## src/rtl/muldiv_unit.sv

```systemverilog
// muldiv_unit: iterative MULT/MULTU/DIV/DIVU engine with architectural HI/LO.
// Signed operands are reduced to magnitudes at launch, processed with a
// radix-2 shift-add multiplier or restoring divider, and sign-corrected in
// a final FIX cycle. Optional macro MULDIV_FAST_MUL_EN replaces the
// iterative multiply with a single-cycle multiplier (divides stay iterative).
module muldiv_unit #(
  parameter int WIDTH = 32
) (
  input  logic             clk,
  input  logic             rst,
  input  logic             start,
  input  logic [1:0]       op,
  input  logic [WIDTH-1:0] a,
  input  logic [WIDTH-1:0] b,
  input  logic             mthi,
  input  logic             mtlo,
  input  logic [WIDTH-1:0] wdata,
  output logic [WIDTH-1:0] hi,
  output logic [WIDTH-1:0] lo,
  output logic             busy,
  output logic             done
);

  localparam int CW = $clog2(WIDTH + 1);

  localparam logic [1:0] IDLE = 2'd0;
  localparam logic [1:0] RUN  = 2'd1;
  localparam logic [1:0] FIX  = 2'd2;

  localparam logic [WIDTH-1:0]   ONE_W  = 1;
  localparam logic [2*WIDTH-1:0] ONE_2W = 1;
  localparam logic [CW-1:0]      CNT_ONE  = 1;
  localparam logic [CW-1:0]      CNT_LAST = CW'(WIDTH - 1);

  logic [1:0]         state_q, state_d;
  logic [CW-1:0]      cnt_q, cnt_d;
  logic               is_div_q, is_div_d;
  // neg_lo: negate the full product (mult) or the quotient (div)
  logic               neg_lo_q, neg_lo_d;
  // neg_hi: negate the remainder (div only)
  logic               neg_hi_q, neg_hi_d;
  // opnd: multiplicand magnitude or divisor magnitude
  logic [WIDTH-1:0]   opnd_q, opnd_d;
  // acc: {partial product, multiplier} or {remainder, dividend/quotient}
  logic [2*WIDTH-1:0] acc_q, acc_d;
  logic [WIDTH-1:0]   hi_q, hi_d;
  logic [WIDTH-1:0]   lo_q, lo_d;
  logic               done_q, done_d;

  // Operand conditioning and launch values
  logic               is_signed;
  logic               a_neg, b_neg;
  logic [WIDTH-1:0]   a_mag, b_mag;
  logic [2*WIDTH-1:0] acc_load;
  logic [WIDTH-1:0]   opnd_load;
  logic               neg_lo_load, neg_hi_load;

  always_comb begin
    is_signed   = ~op[0];
    a_neg       = is_signed & a[WIDTH-1];
    b_neg       = is_signed & b[WIDTH-1];
    a_mag       = a_neg ? (~a + ONE_W) : a;
    b_mag       = b_neg ? (~b + ONE_W) : b;
    acc_load    = op[1] ? {{WIDTH{1'b0}}, a_mag} : {{WIDTH{1'b0}}, b_mag};
    opnd_load   = op[1] ? b_mag : a_mag;
    // A zero divisor keeps the quotient positive so it lands as all ones
    neg_lo_load = op[1] ? ((a_neg ^ b_neg) & (b != '0)) : (a_neg ^ b_neg);
    neg_hi_load = op[1] & a_neg;
  end

  // One radix-2 step of each algorithm, selected later by is_div_q
  logic [WIDTH:0]     mul_sum;
  logic [2*WIDTH-1:0] mul_next;
  logic [WIDTH:0]     div_shift;
  logic [WIDTH:0]     div_diff;
  logic               div_ge;
  logic [WIDTH-1:0]   div_rem;
  logic [2*WIDTH-1:0] div_next;

  always_comb begin
    mul_sum   = {1'b0, acc_q[2*WIDTH-1:WIDTH]} + (acc_q[0] ? {1'b0, opnd_q} : '0);
    mul_next  = {mul_sum, acc_q[WIDTH-1:1]};
    div_shift = {acc_q[2*WIDTH-1:WIDTH], acc_q[WIDTH-1]};
    div_diff  = div_shift - {1'b0, opnd_q};
    div_ge    = div_shift >= {1'b0, opnd_q};
    div_rem   = div_ge ? div_diff[WIDTH-1:0] : div_shift[WIDTH-1:0];
    div_next  = {div_rem, acc_q[WIDTH-2:0], div_ge};
  end

  // Sign correction applied in FIX
  logic [2*WIDTH-1:0] fix_prod;
  logic [WIDTH-1:0]   fix_quot, fix_rem;

  always_comb begin
    fix_prod = neg_lo_q ? (~acc_q + ONE_2W) : acc_q;
    fix_quot = neg_lo_q ? (~acc_q[WIDTH-1:0] + ONE_W) : acc_q[WIDTH-1:0];
    fix_rem  = neg_hi_q ? (~acc_q[2*WIDTH-1:WIDTH] + ONE_W) : acc_q[2*WIDTH-1:WIDTH];
  end

`ifdef MULDIV_FAST_MUL_EN
  // Low 2*WIDTH bits of the sign-extended product equal the signed product
  logic [2*WIDTH-1:0] fast_prod;

  always_comb begin
    fast_prod = op[0] ? ({{WIDTH{1'b0}}, a} * {{WIDTH{1'b0}}, b})
                      : ({{WIDTH{a[WIDTH-1]}}, a} * {{WIDTH{b[WIDTH-1]}}, b});
  end
`endif

  // Next-state and datapath control
  always_comb begin
    state_d  = state_q;
    cnt_d    = cnt_q;
    is_div_d = is_div_q;
    neg_lo_d = neg_lo_q;
    neg_hi_d = neg_hi_q;
    opnd_d   = opnd_q;
    acc_d    = acc_q;
    hi_d     = hi_q;
    lo_d     = lo_q;
    done_d   = 1'b0;
    case (state_q)
      IDLE: begin
        if (start) begin
`ifdef MULDIV_FAST_MUL_EN
          if (!op[1]) begin
            hi_d   = fast_prod[2*WIDTH-1:WIDTH];
            lo_d   = fast_prod[WIDTH-1:0];
            done_d = 1'b1;
          end else begin
            state_d  = RUN;
            cnt_d    = '0;
            is_div_d = 1'b1;
            neg_lo_d = neg_lo_load;
            neg_hi_d = neg_hi_load;
            opnd_d   = opnd_load;
            acc_d    = acc_load;
          end
`else
          state_d  = RUN;
          cnt_d    = '0;
          is_div_d = op[1];
          neg_lo_d = neg_lo_load;
          neg_hi_d = neg_hi_load;
          opnd_d   = opnd_load;
          acc_d    = acc_load;
`endif
        end else begin
          if (mthi) hi_d = wdata;
          if (mtlo) lo_d = wdata;
        end
      end
      RUN: begin
        acc_d = is_div_q ? div_next : mul_next;
        cnt_d = cnt_q + CNT_ONE;
        if (cnt_q == CNT_LAST) state_d = FIX;
      end
      FIX: begin
        if (is_div_q) begin
          hi_d = fix_rem;
          lo_d = fix_quot;
        end else begin
          hi_d = fix_prod[2*WIDTH-1:WIDTH];
          lo_d = fix_prod[WIDTH-1:0];
        end
        done_d  = 1'b1;
        state_d = IDLE;
      end
      default: state_d = IDLE;
    endcase
  end

  // State registers; reset aborts any operation in flight
  always_ff @(posedge clk) begin
    if (rst) begin
      state_q  <= IDLE;
      cnt_q    <= '0;
      is_div_q <= 1'b0;
      neg_lo_q <= 1'b0;
      neg_hi_q <= 1'b0;
      opnd_q   <= '0;
      acc_q    <= '0;
      hi_q     <= '0;
      lo_q     <= '0;
      done_q   <= 1'b0;
    end else begin
      state_q  <= state_d;
      cnt_q    <= cnt_d;
      is_div_q <= is_div_d;
      neg_lo_q <= neg_lo_d;
      neg_hi_q <= neg_hi_d;
      opnd_q   <= opnd_d;
      acc_q    <= acc_d;
      hi_q     <= hi_d;
      lo_q     <= lo_d;
      done_q   <= done_d;
    end
  end

  assign hi   = hi_q;
  assign lo   = lo_q;
  assign busy = (state_q != IDLE);
  assign done = done_q;

endmodule

```

## config.mk

```make
export PLATFORM = sky130hd
export DESIGN_NAME = muldiv_unit
export DESIGN_NICKNAME = d
export VERILOG_FILES = /design/src/rtl/muldiv_unit.sv
export SDC_FILE = /design/constraint.sdc
export NUM_CORES = 1
export LEC_CHECK = 0
export CAP_MARGIN = 20
export CORE_MARGIN = 5
export CORE_UTILIZATION = 52
export DETAILED_ROUTE_END_ITERATION = 10
export PLACE_DENSITY = 0.81
export SYNTH_ARGS = -nofsm -noshare
export SYNTH_HDL_FRONTEND = slang
export SYNTH_SLANG_ARGS = --single-unit
```

## constraint.sdc

```tcl
create_clock -name clk -period 4.2 [get_ports clk]
set_input_delay 0.84 -clock clk [delete_from_list [all_inputs] [get_ports clk]]
set_output_delay 0.84 -clock clk [all_outputs]
set_load 0.005 [all_outputs]
```

==> results of run 1 <==
per-layer routing:
layer	GRT usage, %	vias to the layer above	wire [um]
li1	-	7262	-
met3	4.917	92	4941
met1	41.58	7067	20730
met2	47.74	776	21510
met4	9.217	0	1576
met5	0	-	0
registers in the layout (all words and copies together), names as in the netlist:
| register | flops |
|---|---|
| acc_q | 64 |
| cnt_q | 6 |
| done | 1 |
| hi | 32 |
| is_div_q | 1 |
| lo | 32 |
| neg_hi_q | 1 |
| neg_lo_q | 1 |
| opnd_q | 32 |
| state_q | 2 |
layout make-up:
| class | instances | area [um2] |
|---|---|---|
| fill | 2423 | 10560 |
| inverter | 64 | 240.2 |
| tap | 378 | 473.0 |
| clock inverter | 15 | 181.4 |
| sequential | 172 | 3447 |
| timing repair buffer | 208 | 1999 |
| clock buffer | 17 | 425.4 |
| multi-input combinational | 1565 | 10530 |
worst max-delay path by stage:
| stage | start | end | slack, ns |
|---|---|---|---|
| after CTS | acc_q[0] | acc_q[63] | 0.24 |
| after detailed placement | b[0] | acc_q[28] | -0.01 |
| final | acc_q[0] | acc_q[63] | 0.28 |
| after global routing | acc_q[0] | acc_q[63] | 0.09 |
| after global placement | b[0] | acc_q[28] | 0.08 |
| after floorplan | acc_q[0] | acc_q[63] | 0.72 |
synthesized netlist by cell type (9+ instances only):
library cell,n,area share (%)
ha_1,69,5.9
buf_1,24,0.61
nand3_1,22,0.75
nor3_1,28,0.95
o31ai_1,17,0.87
a21oi_1,147,5.0
and3_1,12,0.51
o211ai_1,33,1.7
or3_1,9,0.38
or4_1,13,0.66
o21a_1,9,0.46
dfxtp_1,172,23
o221ai_1,10,0.60
xnor2_1,100,6.0
inv_1,64,1.6
a311oi_1,13,0.77
o41ai_1,13,0.77
and2_1,11,0.47
mux2i_1,104,7.1
nor2_1,252,6.4
a211oi_1,141,7.2
xor2_1,69,4.1
a31oi_1,15,0.64
nand4_1,12,0.51
a21o_1,44,2.2
o21ai_0,81,2.8
buf_2,12,0.41
nor2b_1,24,1.0
nor4_1,12,0.51
clkbuf_1,96,2.5
nand2_1,153,3.9
nand2b_1,22,0.94
worst max-delay path, cell delays in order, from the launching register on:
cell and delay, ns:
dfxtp_1 0.52, inv_2 0.18, buf_4 0.26, nor2_1 0.15
ha_1 0.29, a21oi_1 0.18, o21ai_0 0.15, o211ai_1 0.22
o211ai_1 0.17, o31a_1 0.36, a311oi_2 0.40, a21oi_2 0.18
a41o_1 0.27, a211o_1 0.29, a32o_1 0.21
kinds of logic (layout without fill, tap and decap cells):
| logic type | Yosys count | after routing | share of synthesized area, % |
|---|---|---|---|
| AND/OR/NAND/NOR | 615 | 615 | 19.91 |
| AO/OA/AOI/OAI | 603 | 603 | 28.04 |
| buffers and inverters | 196 | 304 | 5.107 |
| flip-flops | 172 | 172 | 23.42 |
| XOR/XNOR | 169 | 169 | 10.07 |
| multiplexers | 107 | 107 | 7.311 |
| adder cells (fa/ha/maj) | 71 | 71 | 6.145 |
stage by stage:
stage | cell area, um2 | util [%] | worst slack [ns] | instances
detailed placement | 16690 | 59.90 | -0.01162 | 2387
finish | 17290 | 62.08 | 0.2821 | 2419
CTS | 17290 | 62.08 | 0.2384 | 2419
floorplan | 14700 | - | 0.7180 | 1933
global route | 17290 | 62.08 | 0.09141 | 2419
global placement | 16690 | 59.90 | 0.08105 | 2387
report_power, final:
group          internal, W  leakage [nW]  switching [W]
clock network     0.000814         0.298       0.000824
logic             0.000723          5.26       0.000966
registers          0.00173          1.41       0.000147
==> out/metrics.cfg, run 1 <==
[sta]
rsz0062_at_grt = false
skew_ns = 0.01828
max-slew-margin-rel_pct = 39.79
final_max_slew_viol_count = 0
worst_slew_pin_slew_ns = 0.8983
hold_violations = 0
min_period_ns = 3.918
tns_ns = 0
max_freq_ghz = 0.2552
holdWs_ns = 0.4529
setup_viol = 0
fin_crit_sh_pct = 93.28

[critical_path]
rr_endpoint = acc_q[63]
r2r_setup_slack_ns = 0.28
endpoint_kind = register
reg2reg_depth = 14
critical_path_class = reg -> reg
timing.rr.start = acc_q[0]
crit_arrival_ns = 4.26
crit_required_ns = 4.54
startpoint_type = register
worstPathMaxFanout = 22

[logic_synthesis]
synth_warnings = 0
avgSynthCellArea_um2 = 7.605
syn_inst = 1933
ys_seq_elements = 172
syn_area_um2 = 14700
synth_cell_types = 84
yosysSeqAreaShare_pct = 23.42
synth-edff-count = 0
synth-async-reset-ratio_pct = 0
synth_fp_nets = 2107
yosys_most_used_dff = dfxtp_1

[clock_tree]
clock_path_buffers = 2
clk_pin_slew_ns = 0.08
cts_resized = 0
cts.sinks = 172
cts_hold_buffers = 0
cts_buffers = 17
htree_levels = 4
clockRootBuffer = clkbuf_16
cts_tree = yes
cts_setup_buffers = 0
clk-insertion-delay-late_ns = 0.44

[floorplanning]
die_y_um = 178.1
dieArea_um2 = 31730
start_util_pct = 52.77
die-width_um = 178.1
ios = 169
num_rows = 61
core-area_um2 = 27860

[final_layout]
drive_gt1_share_pct = 6.026
syn_to_final_growth_pct = 17.64
diodes = 0
most-common-layout-cells = 252 x nor2_1, 171 x dfxtp_1, 166 x clkdlybuf4s50_1
fin_nets = 2202
layout.cells.most_common = nor2_1

[grt]
overflow = 0
track_usage_pct = 29.95
grt_max_degree = 82
grt_pass1_wl_um = 76470
grt_pass1_vias = 14008
antenna_found_initial = 0

[power]
vdd_drop_max_mv = 0.2702
power_w = 0.005203
power_density_nw_per_um2 = 300.9
leakage_nw = 6.967

[worst_hold_path]
hold_class = reg -> reg
hp-start = opnd_q[13]
hold_end = opnd_q[13]
hold_path_depth = 2

[drt]
via_count = 15197
wirelength_um = 48760
first_iter_violations = 1426
viasPerCell = 6.282
routedWlPerCell_um = 20.16
first_pass_iters = 5
ant_nets = 0
drc_errors = 0

[place]
port-buffer-count = 168
place.gp.congestion = 1.002
hpwl_um = 38400

[outcome]
run_status = finished clean

[flow_run]
drv_cap = 0

No activity file was read; power rests on OpenSTA's default activity.
==> inputs of run 2 (changes only) <==
==> constraint.sdc (replaced) <==
create_clock -name clk -period 4.2 [get_ports clk]
set_input_delay 0.42 -clock clk [delete_from_list [all_inputs] [get_ports clk]]
set_output_delay 0.42 -clock clk [all_outputs]
set_load 0.005 [all_outputs]
==> run 2 against run 1 <==
Combinational power barely moved. Core utilization rose by 0.15 points. Critical path depth did not move. Sequential power barely moved. Die area did not move. First-iteration DRC count rose by 14%. Routed wire length rose by 2.7%. Power rose by 1.1%.
==> out/metrics.cfg, run 2 (synthesized netlist as in run 1, its figures left out) <==
[power]
power_density_nw_per_um2 = 303.4  ; +0.84%
pwr-share-comb_pct = 32.4  ; about the same
internal_power_w = 0.003262  ; -0.13%
seqPwrFrac_pct = 35.4  ; -0.7 points
leakage_nw = 6.993  ; +0.38%
p_sw_share_pct = 37.99  ; +0.75 points
clkPwrFrac_pct = 32.2  ; +0.7 points
vdd_drop_max_mv = 0.3071  ; +14%
switching_power_w = 0.001998  ; +3.1%

[drt]
wl_met1_um = 21770  ; +5.0%
wl_met3_um = 5038  ; +2.0%
first_pass_iters = 8  ; +3
first_iter_violations = 1630  ; +14%
ant_nets = 0  ; unchanged
drc_errors = 0  ; unchanged
routedWlPerCell_um = 20.66  ; +2.5%
top_layer = met4
viasPerCell = 6.260  ; -0.36%
via_count = 15168  ; -0.19%
wirelength_um = 50060  ; +2.7%
wl_met2_um = 21600  ; +0.44%

[place]
port-buffer-count = 168  ; unchanged
place.gp.congestion = 0.9847  ; -1.7%
hpwl_um = 38720  ; +0.84%
dp_slack_ns = 0.4536  ; +0.4652 ns

[grt]
overflow = 0  ; unchanged
antenna_found_initial = 0  ; unchanged
grt_pass1_vias = 14148  ; +1.0%
grt_pass1_wl_um = 77970  ; +2.0%
track_usage_pct = 30.84  ; +0.89 points
grt_max_degree = 88  ; +7.3%

[critical_path]
path_cells = inv_1 -> buf_4 -> nor2_1 -> ha_1 -> a21oi_1 -> o21ai_0 -> o211ai_1 -> o211ai_1 -> o31a_1 -> a311oi_2 -> a21oi_2 -> a41o_1 -> a211o_1 -> a32o_1
crit_arrival_ns = 4.14  ; -0.12 ns
path_buf_inv = 2  ; unchanged
startpoint_type = register
worstPathMaxFanout = 23  ; +4.5%
crit_family = compound AO/OA/AOI/OAI gates
path_common_cell = o211ai_1
path_depth = 14  ; unchanged
crit_start = acc_q[0]
crit_required_ns = 4.55  ; about the same
critical_path_class = reg -> reg
r2r_setup_slack_ns = 0.41  ; +0.13 ns
slowest_delay_ns = 0.39  ; -0.13 ns
timing.rr.start = acc_q[0]
critPathSlowestCell = dfxtp_1
worstSetupEndpoint = acc_q[63]
endpoint_kind = register
reg2reg_depth = 14  ; unchanged
rr_endpoint = acc_q[63]

[clock_tree]
clk-insertion-delay-late_ns = 0.45  ; about the same
clock_path_buffers = 2  ; unchanged
cts_tree = yes
cts_setup_buffers = 0  ; unchanged
cts_buffers = 17  ; unchanged
cts_hold_buffers = 0  ; unchanged
cts_resized = 0  ; unchanged
cts.sinks = 172  ; unchanged
htree_levels = 4  ; unchanged
clk_pin_slew_ns = 0.08  ; about the same
clockRootBuffer = clkbuf_16

[final_layout]
fin_nets = 2206  ; +0.18%
drive_gt1_share_pct = 6.161  ; +0.13 points
most-common-layout-cells = 252 x nor2_1, 171 x dfxtp_1, 166 x clkdlybuf4s50_1
syn_to_final_growth_pct = 17.93
largest_reg_flops = 64  ; unchanged
layout.cells.most_common = nor2_1
regMostFlops = acc_q
final_core_util_pct = 62.23  ; +0.15 points
diodes = 0  ; unchanged

[sta]
max_freq_ghz = 0.2639  ; +3.4%
min_period_ns = 3.789  ; -0.1293 ns
final_max_slew_viol_count = 0  ; unchanged
worst_slew_pin_slew_ns = 1.090  ; +0.1913 ns
skew_ns = 0.01219  ; -0.006086 ns
finalWorstSetupSlack_ns = 0.4114  ; +0.1293 ns
hold_violations = 0  ; unchanged
setup_viol = 0  ; unchanged
rsz0062_at_grt = false
tns_ns = 0  ; unchanged
max-slew-margin-rel_pct = 27.36  ; -12 points
fin_crit_sh_pct = 90.21  ; -3.1 points

[worst_hold_path]
hold_class = reg -> reg

[floorplanning]
core-area_um2 = 27860  ; unchanged
start_util_pct = 52.77  ; unchanged
die-width_um = 178.1  ; unchanged
dieArea_um2 = 31730  ; unchanged
die_y_um = 178.1  ; unchanged
num_rows = 61  ; unchanged
ios = 169  ; unchanged

[outcome]
run_status = finished clean

[flow_run]
drv_cap = 0  ; unchanged

[run 2: layer usage]
metal | track usage (%) | vias up
met1 | 42.67 | 7032
met2 | 48.52 | 768
met5 | 0 | -
met4 | 10.25 | 0
li1 | - | 7275
met3 | 5.638 | 93
[run 2: power by group through the flow]
| stage | clock network [W] | registers [W] | logic [W] |
|---|---|---|---|
| 2_1_floorplan | 0 | 0.00184 | 0.00113 |
| 3_3_place_gp | 0 | 0.00189 | 0.00164 |
| 3_5_place_dp | 0 | 0.00189 | 0.00166 |
| 4_1_cts | 0.00170 | 0.00186 | 0.00167 |
| 5_1_grt | 0.00176 | 0.00188 | 0.00184 |
| 6_report | 0.00169 | 0.00186 | 0.00170 |
[run 2: cell type report]
type | count | area (um2)
multi-input cells | 1565 | 10530
repair buffers | 212 | 2021
inverters | 64 | 240.2
fillers | 2437 | 10520
flip-flops and latches | 172 | 3447
clock buffers | 17 | 425.4
clock inverters | 15 | 201.4
well taps | 378 | 473.0
[run 2: worst register-to-register path, cell delays in order, from the launching register on]
cell      delay (ns)
dfxtp_1         0.39
inv_1           0.27
buf_4           0.32
nor2_1          0.09
ha_1            0.38
a21oi_1         0.17
o21ai_0         0.12
o211ai_1        0.19
o211ai_1        0.15
o31a_1          0.34
a311oi_2        0.34
a21oi_2         0.16
a41o_1          0.27
a211o_1         0.29
a32o_1          0.22
[run 2: worst min path at each step]
stage,from,to,slack (ns),depth (start not counted)
after floorplan,opnd_q[11],opnd_q[11],0.43,2
after global placement,opnd_q[22],opnd_q[22],0.44,2
after detailed placement,opnd_q[3],opnd_q[3],0.45,2
after CTS,opnd_q[3],opnd_q[3],0.46,2
after global routing,opnd_q[18],opnd_q[18],0.47,2
final,opnd_q[4],opnd_q[4],0.46,2
[run 2: stage by stage]
stage | hold WS (ns) | instances | cell area [um2] | total power, W
after floorplan | 0.4319 | 1933 | 14700 | 0.002970
after global placement | 0.4418 | 2390 | 16700 | 0.003527
after detailed placement | 0.4459 | 2391 | 16710 | 0.003552
after CTS | 0.4567 | 2423 | 17340 | 0.005220
after global routing | 0.4723 | 2423 | 17340 | 0.005472
final | 0.4561 | 2423 | 17340 | 0.005260
